**config.mk**
```make
export PLATFORM = sky130hd
export DESIGN_NAME = seq_nonrestoring_divider
export DESIGN_NICKNAME = d
export VERILOG_FILES = /design/src/rtl/seq_nonrestoring_divider.sv
export SDC_FILE = /design/constraint.sdc
export NUM_CORES = 1
export LEC_CHECK = 0
export ABC_AREA = 1
export CAP_MARGIN = 10
export CELL_PAD_IN_SITES_DETAIL_PLACEMENT = 1
export CELL_PAD_IN_SITES_GLOBAL_PLACEMENT = 1
export CORE_ASPECT_RATIO = 0.8
export CORE_MARGIN = 5
export CORE_UTILIZATION = 30
export CTS_CLUSTER_SIZE = 25
export DETAILED_ROUTE_END_ITERATION = 8
export MAX_ROUTING_LAYER = met4
export PLACE_DENSITY = 0.62
export SYNTH_ARGS = -nofsm -noshare
export SYNTH_HDL_FRONTEND = slang
export SYNTH_SLANG_ARGS = --single-unit
```
**constraint.sdc**
```tcl
create_clock -name clk -period 6.1 [get_ports clk]
set_clock_uncertainty 0.1 [all_clocks]
set_input_delay 1.83 -clock clk [delete_from_list [all_inputs] [get_ports clk]]
set_output_delay 1.83 -clock clk [all_outputs]
set_load 0.05 [all_outputs]
```
**src/rtl/seq_nonrestoring_divider.sv**
```systemverilog
// Iterative non-restoring divider with valid/ready handshakes, one quotient bit per cycle.
// Optional macro SIGNED_DIV_EN adds an sgn input for two's-complement truncating division.
module seq_nonrestoring_divider #(
  parameter int DIVIDEND_W = 8,
  parameter int DIVISOR_W  = 4
) (
  input  logic                  clk,
  input  logic                  rst_n,
  input  logic                  in_valid,
  output logic                  in_ready,
  input  logic [DIVIDEND_W-1:0] D,
  input  logic [DIVISOR_W-1:0]  M,
`ifdef SIGNED_DIV_EN
  input  logic                  sgn,
`endif
  output logic                  out_valid,
  input  logic                  out_ready,
  output logic [DIVIDEND_W-1:0] Q,
  output logic [DIVISOR_W-1:0]  R,
  output logic                  div_by_zero
);

  localparam int PW = DIVISOR_W + 1;
  localparam int CW = (DIVIDEND_W > 1) ? $clog2(DIVIDEND_W) : 1;
  localparam logic [DIVIDEND_W-1:0] ONE_D = DIVIDEND_W'(1);
  localparam logic [DIVISOR_W-1:0]  ONE_M = DIVISOR_W'(1);

  typedef enum logic [1:0] {IDLE, RUN, CORRECT, DONE} state_t;

  state_t                state_q, state_d;
  logic [DIVIDEND_W-1:0] d_q, d_d;
  logic [DIVIDEND_W-1:0] q_q, q_d;
  logic [DIVISOR_W-1:0]  m_q, m_d;
  logic [DIVISOR_W-1:0]  r_q, r_d;
  logic [PW-1:0]         p_q, p_d;
  logic [CW-1:0]         cnt_q, cnt_d;
  logic                  dbz_q, dbz_d;
  logic                  qneg_q, qneg_d;
  logic                  rneg_q, rneg_d;

  logic                  d_neg, m_neg;
  logic [DIVIDEND_W-1:0] d_mag;
  logic [DIVISOR_W-1:0]  m_mag;
  logic [PW-1:0]         m_ext, p_shift, p_step;
  logic [DIVISOR_W-1:0]  rem;

`ifdef SIGNED_DIV_EN
  assign d_neg = sgn & D[DIVIDEND_W-1];
  assign m_neg = sgn & M[DIVISOR_W-1];
`else
  assign d_neg = 1'b0;
  assign m_neg = 1'b0;
`endif

  // The core always divides magnitudes; signs are re-applied in CORRECT.
  assign d_mag = d_neg ? (~D + ONE_D) : D;
  assign m_mag = m_neg ? (~M + ONE_M) : M;

  // P wraps on the shift, but after the add/subtract it is back in [-M, M).
  assign m_ext   = {1'b0, m_q};
  assign p_shift = {p_q[PW-2:0], d_q[DIVIDEND_W-1]};
  assign p_step  = p_q[PW-1] ? (p_shift + m_ext) : (p_shift - m_ext);
  assign rem     = p_q[PW-1] ? (p_q[DIVISOR_W-1:0] + m_q) : p_q[DIVISOR_W-1:0];

  always_ff @(posedge clk or negedge rst_n) begin
    if (!rst_n) begin
      state_q <= IDLE;
      d_q     <= '0;
      q_q     <= '0;
      m_q     <= '0;
      r_q     <= '0;
      p_q     <= '0;
      cnt_q   <= '0;
      dbz_q   <= 1'b0;
      qneg_q  <= 1'b0;
      rneg_q  <= 1'b0;
    end else begin
      state_q <= state_d;
      d_q     <= d_d;
      q_q     <= q_d;
      m_q     <= m_d;
      r_q     <= r_d;
      p_q     <= p_d;
      cnt_q   <= cnt_d;
      dbz_q   <= dbz_d;
      qneg_q  <= qneg_d;
      rneg_q  <= rneg_d;
    end
  end

  always_comb begin
    state_d = state_q;
    d_d     = d_q;
    q_d     = q_q;
    m_d     = m_q;
    r_d     = r_q;
    p_d     = p_q;
    cnt_d   = cnt_q;
    dbz_d   = dbz_q;
    qneg_d  = qneg_q;
    rneg_d  = rneg_q;

    case (state_q)
      IDLE: begin
        if (in_valid && in_ready) begin
          d_d    = d_mag;
          m_d    = m_mag;
          p_d    = '0;
          r_d    = '0;
          cnt_d  = CW'(DIVIDEND_W - 1);
          qneg_d = d_neg ^ m_neg;
          rneg_d = d_neg;
          if (M == '0) begin
            q_d     = '1;
            dbz_d   = 1'b1;
            state_d = DONE;
          end else begin
            q_d     = '0;
            dbz_d   = 1'b0;
            state_d = RUN;
          end
        end
      end

      RUN: begin
        p_d = p_step;
        d_d = {d_q[DIVIDEND_W-2:0], 1'b0};
        q_d = {q_q[DIVIDEND_W-2:0], ~p_step[PW-1]};
        if (cnt_q == '0) begin
          state_d = CORRECT;
        end else begin
          cnt_d = cnt_q - 1'b1;
        end
      end

      CORRECT: begin
        q_d     = qneg_q ? (~q_q + ONE_D) : q_q;
        r_d     = rneg_q ? (~rem + ONE_M) : rem;
        state_d = DONE;
      end

      DONE: begin
        if (out_ready) begin
          state_d = IDLE;
        end
      end

      default: state_d = IDLE;
    endcase
  end

  assign in_ready    = (state_q == IDLE);
  assign out_valid   = (state_q == DONE);
  assign Q           = q_q;
  assign R           = r_q;
  assign div_by_zero = dbz_q;

endmodule

```
==> qor.yml, run 1 <==
final_layout:
  drive_gt1_share_pct: 6.08
  n_antenna_cell: 0
  n_fill_cell: 791
  syn2layout_area_growth_pct: 22.4
  nets: 297
  ff_latch_area_um2: 876
  multiInputGateArea_um2: 933
global_route:
  antenna_found_initial: 0
  grt_pass1_wl_um: 7840
  grt_pass1_vias: 1628
  grt_use_total_pct: 12.3
  grt_max_degree: 36
  grt_overflow: 0
setup_path:
  cp_max_fo: 8
  startpoint: "state_q[0]"
  critPathMaxStageDelay_ns: 0.87
  crit_arrival_ns: 2.00
  cp_num_buf_inv: 2
  slowest_stage: "clkdlybuf4s50_1"
  required_ns: 4.17
  path_cells: "inv_1 > ha_1 > clkdlybuf4s50_1"
  rr_startpoint: "state_q[1]"
  rrSetupSlack_ns: 3.27
  crit_family: "buffers and inverters"
  path_class: "reg -> out"
  start_kind: "flip-flop"
  crit_path_end_kind: "primary output"
detailed_routing:
  ant_nets: 0
  first_pass_iters: 4
  wl_um: 4480
  via_per_inst: 4.50
  wl_per_cell_um: 12.9
  remaining_drc_errors: 0
  initialDrtViolationCount: 53
  vias: 1560
floorplan:
  num_io_pins: 31
  die_x_um: 101
  core_um2: 6380
  std_cell_rows: 26
  start_util_pct: 30.9
  die_area_um2: 8300
  fp.dieH_um: 82.5
clocking:
  path_clk_slew_ns: 0.07
  cts_tree: "done"
  clockRootBuffer: "clkbuf_8"
  cts_resized: 0
  clk_latency_ns: 0.28
  cts_buffer_depth: 2
  postCtsHoldBufs: 0
  htree_levels: 2
  post_cts_buffers: 0
  cts_buffers: 5
  clock-sinks: 35
worst_hold_path:
  worstHoldPathType: "reg -> reg"
  hold_start: "div_by_zero"
placement:
  io_buffers: 30
  gp_congestion: 0.792
  hpwl_um: 3390
run:
  cap_violations: 0
synthesis:
  synthesis.area_um2: 1970
  syn_area_per_cell_um2: 8.46
  yosysSeqAreaShare_pct: 44.4
  ys_seq_elements: 35
  yosys_warnings: 0
  synthCells: 233
  syn-num-nets: 266
  ys_types: 27
sta:
  tightest_slew_ns: 0.873
  relSlewSlack_pct: 41.8
  fin_setup_tns_ns: 0
  maxSlewViolCount: 0
  fin_crit_sh_pct: 64.5
  setup_viol: 0
  fmax_mhz: 254
  hold_viol_final: 0
  rsz0062_at_grt: "no"
  fin_crit_ns: 3.93
run_status:
  outcome: "completed"
pwr:
  p_leak_nw: 1.12
  peakVddDrop_uv: 209
  power_mw: 1.51
  p_per_area_nw_per_um2: 625
[worst min-delay path, cell delays in order (launching register included)]
cell     delay (ns)
dfrtp_1        0.34
nand2_1        0.05
o21ai_0        0.06
[power breakdown]
group / leakage, nW / total, mW / switching, mW / internal, mW
Sequential: 0.420 / 0.429 / 0.0842 / 0.345
Combinational: 0.669 / 0.924 / 0.590 / 0.334
Clock: 0.0361 / 0.156 / 0.0797 / 0.0758
Total: 1.12 / 1.51 / 0.754 / 0.754
[kinds of logic after synthesis]
family | synth area share (%)
adders and majority gates | 11.5
DFF | 44.4
and+or+nand+nor | 18.6
AOI/OAI and AO/OA | 14.5
xor gates and xnor gates | 2.66
buffers and inverters | 8.25
[layout by cell type, fill, tap and decap left out, types with 2 or more instances in the layout]
cell and instances:
nand2_1 55, dfrtp_1 35, clkdlybuf4s50_1 30, inv_1 28
nor2_1 23, o21ai_0 17, ha_1 15, a21oi_1 11
a31oi_1 8, nand3_1 7, o22ai_1 5, clkbuf_8 5
xor2_1 4, a22oi_1 3, o21ai_2 2, a21oi_2 2
xnor2_1 2, fa_1 2
[synth_stat cells]
library cell | instances | area [um^2]
clkbuf_1 | 2 | 7.51
o22ai_1 | 5 | 31.3
xnor2_1 | 2 | 17.5
nor2_1 | 23 | 86.3
nor2_4 | 1 | 11.3
ha_1 | 15 | 188
inv_4 | 1 | 6.26
a21oi_2 | 2 | 17.5
o21ai_2 | 2 | 17.5
o21ai_0 | 17 | 85.1
o211ai_1 | 1 | 7.51
inv_1 | 28 | 105
nand2_1 | 55 | 206
nor3_4 | 1 | 16.3
nand2_2 | 1 | 6.26
buf_4 | 1 | 7.51
buf_2 | 2 | 10.0
a22oi_1 | 3 | 22.5
nand3_1 | 7 | 35.0
a31oi_1 | 8 | 50.1
xor2_1 | 4 | 35.0
dfrtp_1 | 35 | 876
buf_6 | 2 | 22.5
inv_2 | 1 | 3.75
fa_1 | 2 | 40.0
a21oi_1 | 11 | 55.1
nor3_1 | 1 | 5.00
[routing by layer]
layer | up-vias | wire length (um) | track usage, %
li1 | 812 | - | -
met2 | 18 | 1920 | 18.5
met5 | - | 0 | -
met1 | 724 | 2410 | 16.8
met4 | 0 | 37 | 2.83
met3 | 6 | 122 | 2.77
[registers in the layout, indices dropped and copies added (netlist names)]
| register | count |
|---|---|
| Q | 8 |
| d_q | 8 |
| p_q | 5 |
| R | 4 |
| m_q | 4 |
| cnt_q | 3 |
| state_q | 2 |
| div_by_zero | 1 |
[final cells by class]
class                      instances  area share [%]
clock buffer                       5            2.85
clock inverter                     1           0.311
inverter                          30            4.77
multi-input combinational        161            38.7
sequential                        35            36.3
tap                               84            4.35
timing repair buffer              31            12.8
[worst paths after layout]
check | to | cells after the start
worst min-delay path | div_by_zero | 2
worst max register to register | cnt_q[2] | 6
worst min register to register | div_by_zero | 2
min in group asynchronous | Q[4] | 2
max in group asynchronous | p_q[2] | 2
worst max-delay path | in_ready | 3
[metrics by stage]
stage	hold WS, ns	cells	utilization [%]	setup WS [ns]	cell area [um^2]
final	0.389	347	37.9	2.17	2410
after global routing	0.417	347	37.9	2.05	2410
after CTS	0.394	347	37.9	2.14	2410
after detailed placement	0.375	341	36.7	2.46	2340
after global placement	0.370	341	36.7	2.50	2340
after floorplan	0.405	233	-	3.10	1970
Note: power is estimated with default switching activity, not from simulation.
==> run 2, diff against run 1 <==
Settings changed: PLACE_DENSITY 0.62 to 0.65.
Clock period 6.1 ns to 3.39 ns, I/O delays scaled along.
==> run 2 against run 1 <==
  * First-iteration DRC count fell by 13%
  * Critical endpoint unchanged
  * Sequential share of layout area fell by 0.65 points
  * Flip-flop and latch count did not move
  * Global-route usage rose by 0.54 points
  * Register-to-register slack got worse by 2.4 ns
==> qor.yml, run 2 (synthesized netlist as in run 1, its figures left out) <==
run_status:
  outcome: "completed"
pwr:
  seqPwrFrac_pct: 27.1
  combinationalPowerShare_pct: 59.4
  p_leak_nw: 1.15
  p_int_mw: 1.45
  p_switching_mw: 1.40
  peakVddDrop_uv: 436
  p_per_area_nw_per_um2: 1160
  power.share.clock_pct: 13.5
  switching_share_pct: 49.2
placement:
  gp_congestion: 0.769
  io_buffers: 30
  dp.cells: 342
  hpwl_um: 3580
final_layout:
  n_antenna_cell: 0
  drive_gt1_share_pct: 7.14
  layout_commonest_cell: "nand2_1"
  nets: 298
  syn2layout_area_growth_pct: 24.6
  final_cell_mix: "nand2_1 (55), dfrtp_1 (35), clkdlybuf4s50_1 (30)"
  n_fill_cell: 791
  stdcell_count: 350
setup_path:
  slowest_stage: "clkdlybuf4s50_1"
  rrSetupSlack_ns: 0.90
  critPathMaxStageDelay_ns: 0.87
  crit_path_end_kind: "primary output"
  path_class: "reg -> out"
  cp_max_fo: 8
  required_ns: 2.27
  crit_arrival_ns: 2.00
  start_kind: "flip-flop"
  path_cells: "inv_1 > ha_1 > clkdlybuf4s50_1"
sta:
  hold_viol_final: 0
  relSlewSlack_pct: 42.4
  rsz0062_at_grt: "no"
  fin_crit_ns: 3.11
  fmax_mhz: 321
  tightest_slew_ns: 0.863
  fin_crit_sh_pct: 91.9
  setup_viol: 0
  maxSlewViolCount: 0
  fin_setup_tns_ns: 0
clocking:
  path_clk_slew_ns: 0.08
  cts_buffers: 5
  cts_resized: 0
  clk_latency_ns: 0.29
  clockRootBuffer: "clkbuf_8"
  cts_buffer_depth: 2
  cts_tree: "done"
  post_cts_buffers: 0
  postCtsHoldBufs: 0
  htree_levels: 2
  clock-sinks: 35
detailed_routing:
  initialDrtViolationCount: 46
  vias: 1621
  wl_per_cell_um: 13.6
  remaining_drc_errors: 0
  ant_nets: 0
  first_pass_iters: 4
  via_per_inst: 4.63
  wl_um: 4750
global_route:
  grt_overflow: 0
  grt_use_total_pct: 12.8
  grt_max_degree: 36
  grt_pass1_wl_um: 8020
  antenna_found_initial: 0
  grt_pass1_vias: 1664
floorplan:
  fp.dieH_um: 82.5
  std_cell_rows: 26
  die_area_um2: 8300
  start_util_pct: 30.9
  num_io_pins: 31
  core_um2: 6380
  die_x_um: 101
worst_hold_path:
  worstHoldPathType: "reg -> reg"
run:
  cap_violations: 0
## run 2: changes by cell type in the layout (fill, tap and decap cells not counted), sizes merged
cell and change:
clkinv +2, buf +1, bufinv +1, clkinvlp -1
## run 2: area by class of cell
class	count	area, um^2	share of cell area [%]
multi-input combinational	161	933	38.0
sequential	35	876	35.6
timing repair buffer	32	315	12.8
inverter	30	115	4.68
tap	84	105	4.28
clock buffer	5	68.8	2.80
clock inverter	3	43.8	1.78
## run 2: final timing paths
| path | cells after the start | endpoint | start |
|---|---|---|---|
| worst max register to register | 7 | cnt_q[1] | state_q[1] |
| max in group asynchronous | 2 | p_q[0] | rst_n |
| min in group asynchronous | 2 | R[2] | rst_n |
| worst min-delay path | 2 | R[2] | R[2] |
| worst max-delay path | 3 | in_ready | state_q[1] |
| worst min register to register | 2 | R[2] | R[2] |
## run 2: worst max-delay path: cells and delay by family, from the launching register on
family     cells  cell delay [ns]
fa+ha+maj      1             0.33
flops          1             0.40
buf+inv        2             0.97
## run 2: power by group through the flow
| stage | registers (mW) | clock network, mW | logic, mW |
|---|---|---|---|
| finish | 0.773 | 0.385 | 1.69 |
| global route | 0.800 | 0.416 | 1.92 |
| CTS | 0.776 | 0.394 | 1.72 |
| detailed placement | 0.782 | 0 | 1.72 |
| global placement | 0.777 | 0 | 1.66 |
| floorplan | 0.972 | 0 | 1.07 |
## run 2: per-layer routing
layer	wire length (um)	share of wire [%]	GRT usage, %	up-vias
met5	0	0	-	-
met4	40	0.84	3.23	0
met3	242	5.1	3.19	5
met2	1960	41	17.7	30
met1	2500	53	18.5	770
li1	-	-	-	816
## run 2: stage by stage
step           hold slack (ns)  setup slack [ns]  area (um^2)  power, mW  utilization, %
4_1_cts                  0.392             0.233         2460       2.89            38.5
5_1_grt                  0.424             0.135         2460       3.14            38.5
2_1_floorplan            0.405              1.21         1970       2.04               -
6_report                 0.382             0.276         2460       2.85            38.5
3_3_place_gp             0.368             0.604         2340       2.44            36.8
3_5_place_dp             0.372             0.565         2340       2.50            36.8
==> run 3, diff against run 2 <==
Settings changed: CTS_BUF_LIST from default to sky130_fd_sc_hd__clkbuf_16.
==> run 3 against run 2 <==
  * Global-route usage increased by 0.42 points
  * Routed wire length up 2.5%
  * Sequential power about the same
  * Critical path depth did not move
  * Flip-flop and latch count is the same
  * Critical path type unchanged
  * Critical endpoint unchanged
  * Largest cell class unchanged
  * Largest power group unchanged
==> qor.yml, run 3 (synthesized netlist as in run 1, its figures left out) <==
floorplan:
  die_x_um: 101
  core_um2: 6380
  num_io_pins: 31
  std_cell_rows: 26
  fp.dieH_um: 82.5
  die_area_um2: 8300
  start_util_pct: 30.9
placement:
  gp_congestion: 0.769
  hpwl_um: 3580
  io_buffers: 30
  dp.cells: 342
  placed_cell_area_um2: 2340
  dp_slack_ns: 0.565
final_layout:
  stdcell_count: 350
  syn2layout_area_growth_pct: 27.5
  nets: 298
  n_fill_cell: 776
  final_cell_mix: "nand2_1 (55), dfrtp_1 (35), clkdlybuf4s50_1 (30)"
  layout_commonest_cell: "nand2_1"
  drive_gt1_share_pct: 7.14
  multiInputGateArea_um2: 933
  final_area_um2: 2510
  n_antenna_cell: 0
  ff_latch_area_um2: 876
sta:
  fmax_mhz: 323
  fin_setup_tns_ns: 0
  setup_viol: 0
  maxSlewViolCount: 0
  tightest_slew_ns: 0.847
  fin_crit_ns: 3.10
  relSlewSlack_pct: 43.5
  rsz0062_at_grt: "no"
  fin_crit_sh_pct: 91.4
  fin_ws_ns: 0.292
  hold_viol_final: 0
worst_hold_path:
  worstHoldPathType: "reg -> reg"
  hold_start: "R[2]"
  hold-path-endpoint: "R[2]"
  whs_path_depth: 2
setup_path:
  rr_startpoint: "state_q[1]"
  path_class: "reg -> out"
  crit_arrival_ns: 1.98
  cp_max_fo: 8
  rrSetupSlack_ns: 0.95
  worstReg2RegEnd: "cnt_q[1]"
  crit_path_end_kind: "primary output"
  required_ns: 2.27
  start_kind: "flip-flop"
  rr_worst_depth: 7
clocking:
  post_cts_buffers: 0
  htree_levels: 2
  cts_buffer_depth: 2
  clockRootBuffer: "clkbuf_16"
  clock-sinks: 35
  postCtsHoldBufs: 0
  cts_resized: 0
  clk_latency_ns: 0.28
  cts_tree: "done"
  path_clk_slew_ns: 0.05
  cts_buffers: 5
pwr:
  peakVddDrop_uv: 457
  p_leak_nw: 1.18
  p_per_area_nw_per_um2: 1200
global_route:
  antenna_found_initial: 0
  grt_max_degree: 36
  grt_use_total_pct: 13.2
  grt_pass1_wl_um: 8250
  grt_pass1_vias: 1682
  grt_overflow: 0
detailed_routing:
  via_per_inst: 4.69
  wl_per_cell_um: 13.9
  vias: 1640
  wl_um: 4870
  ant_nets: 0
  first_pass_iters: 4
  initialDrtViolationCount: 52
  remaining_drc_errors: 0
run_status:
  outcome: "completed"
run:
  cap_violations: 0
[run 3: cell types whose count changed in the layout (fill, tap and decap cells not counted)]
cell,before,now
clkbuf_8,5,0
clkbuf_16,0,5
[run 3: power by group]
part | total, mW | internal (mW) | switching [mW] | leakage [nW]
logic | 1.71 | 0.610 | 1.10 | 0.674
registers | 0.775 | 0.622 | 0.153 | 0.420
clock network | 0.524 | 0.346 | 0.177 | 0.0838
[run 3: critical path, cell delays in order, from the launching register on]
cell and delay, ns:
dfrtp_1 0.40, inv_1 0.10, ha_1 0.33, clkdlybuf4s50_1 0.87
[run 3: worst max-delay path by stage]
stage                          end  slack [ns]        from  cells past startpoint
after floorplan           in_ready        1.21  state_q[0]                      2
after global placement    in_ready        0.60  state_q[0]                      3
after detailed placement  in_ready        0.57  state_q[1]                      3
after CTS                 in_ready        0.26  state_q[1]                      3
after global routing      in_ready        0.16  state_q[1]                      3
final                     in_ready        0.29  state_q[1]                      3
[run 3: area by class of cell]
cell class / count / area share [%]
Inverter: 30 / 4.58
Timing Repair Buffer: 32 / 12.5
Multi-Input combinational cell: 161 / 37.1
Sequential cell: 35 / 34.8
Clock inverter: 3 / 1.74
Tap cell: 84 / 4.18
Clock buffer: 5 / 4.98
[run 3: stage by stage]
stage	hold WS, ns	utilization (%)	total power [mW]
2_1_floorplan	0.405	-	2.04
3_3_place_gp	0.368	36.8	2.44
3_5_place_dp	0.372	36.8	2.50
4_1_cts	0.387	39.4	3.06
5_1_grt	0.420	39.4	3.29
6_report	0.377	39.4	3.01
[run 3: per-layer routing]
metal | global-route usage [%] | vias up | share of wire (%)
li1 | - | 817 | -
met1 | 18.1 | 781 | 52
met2 | 19.1 | 34 | 42
met3 | 3.61 | 8 | 4.3
met4 | 3.90 | 0 | 1.3
met5 | - | - | 0
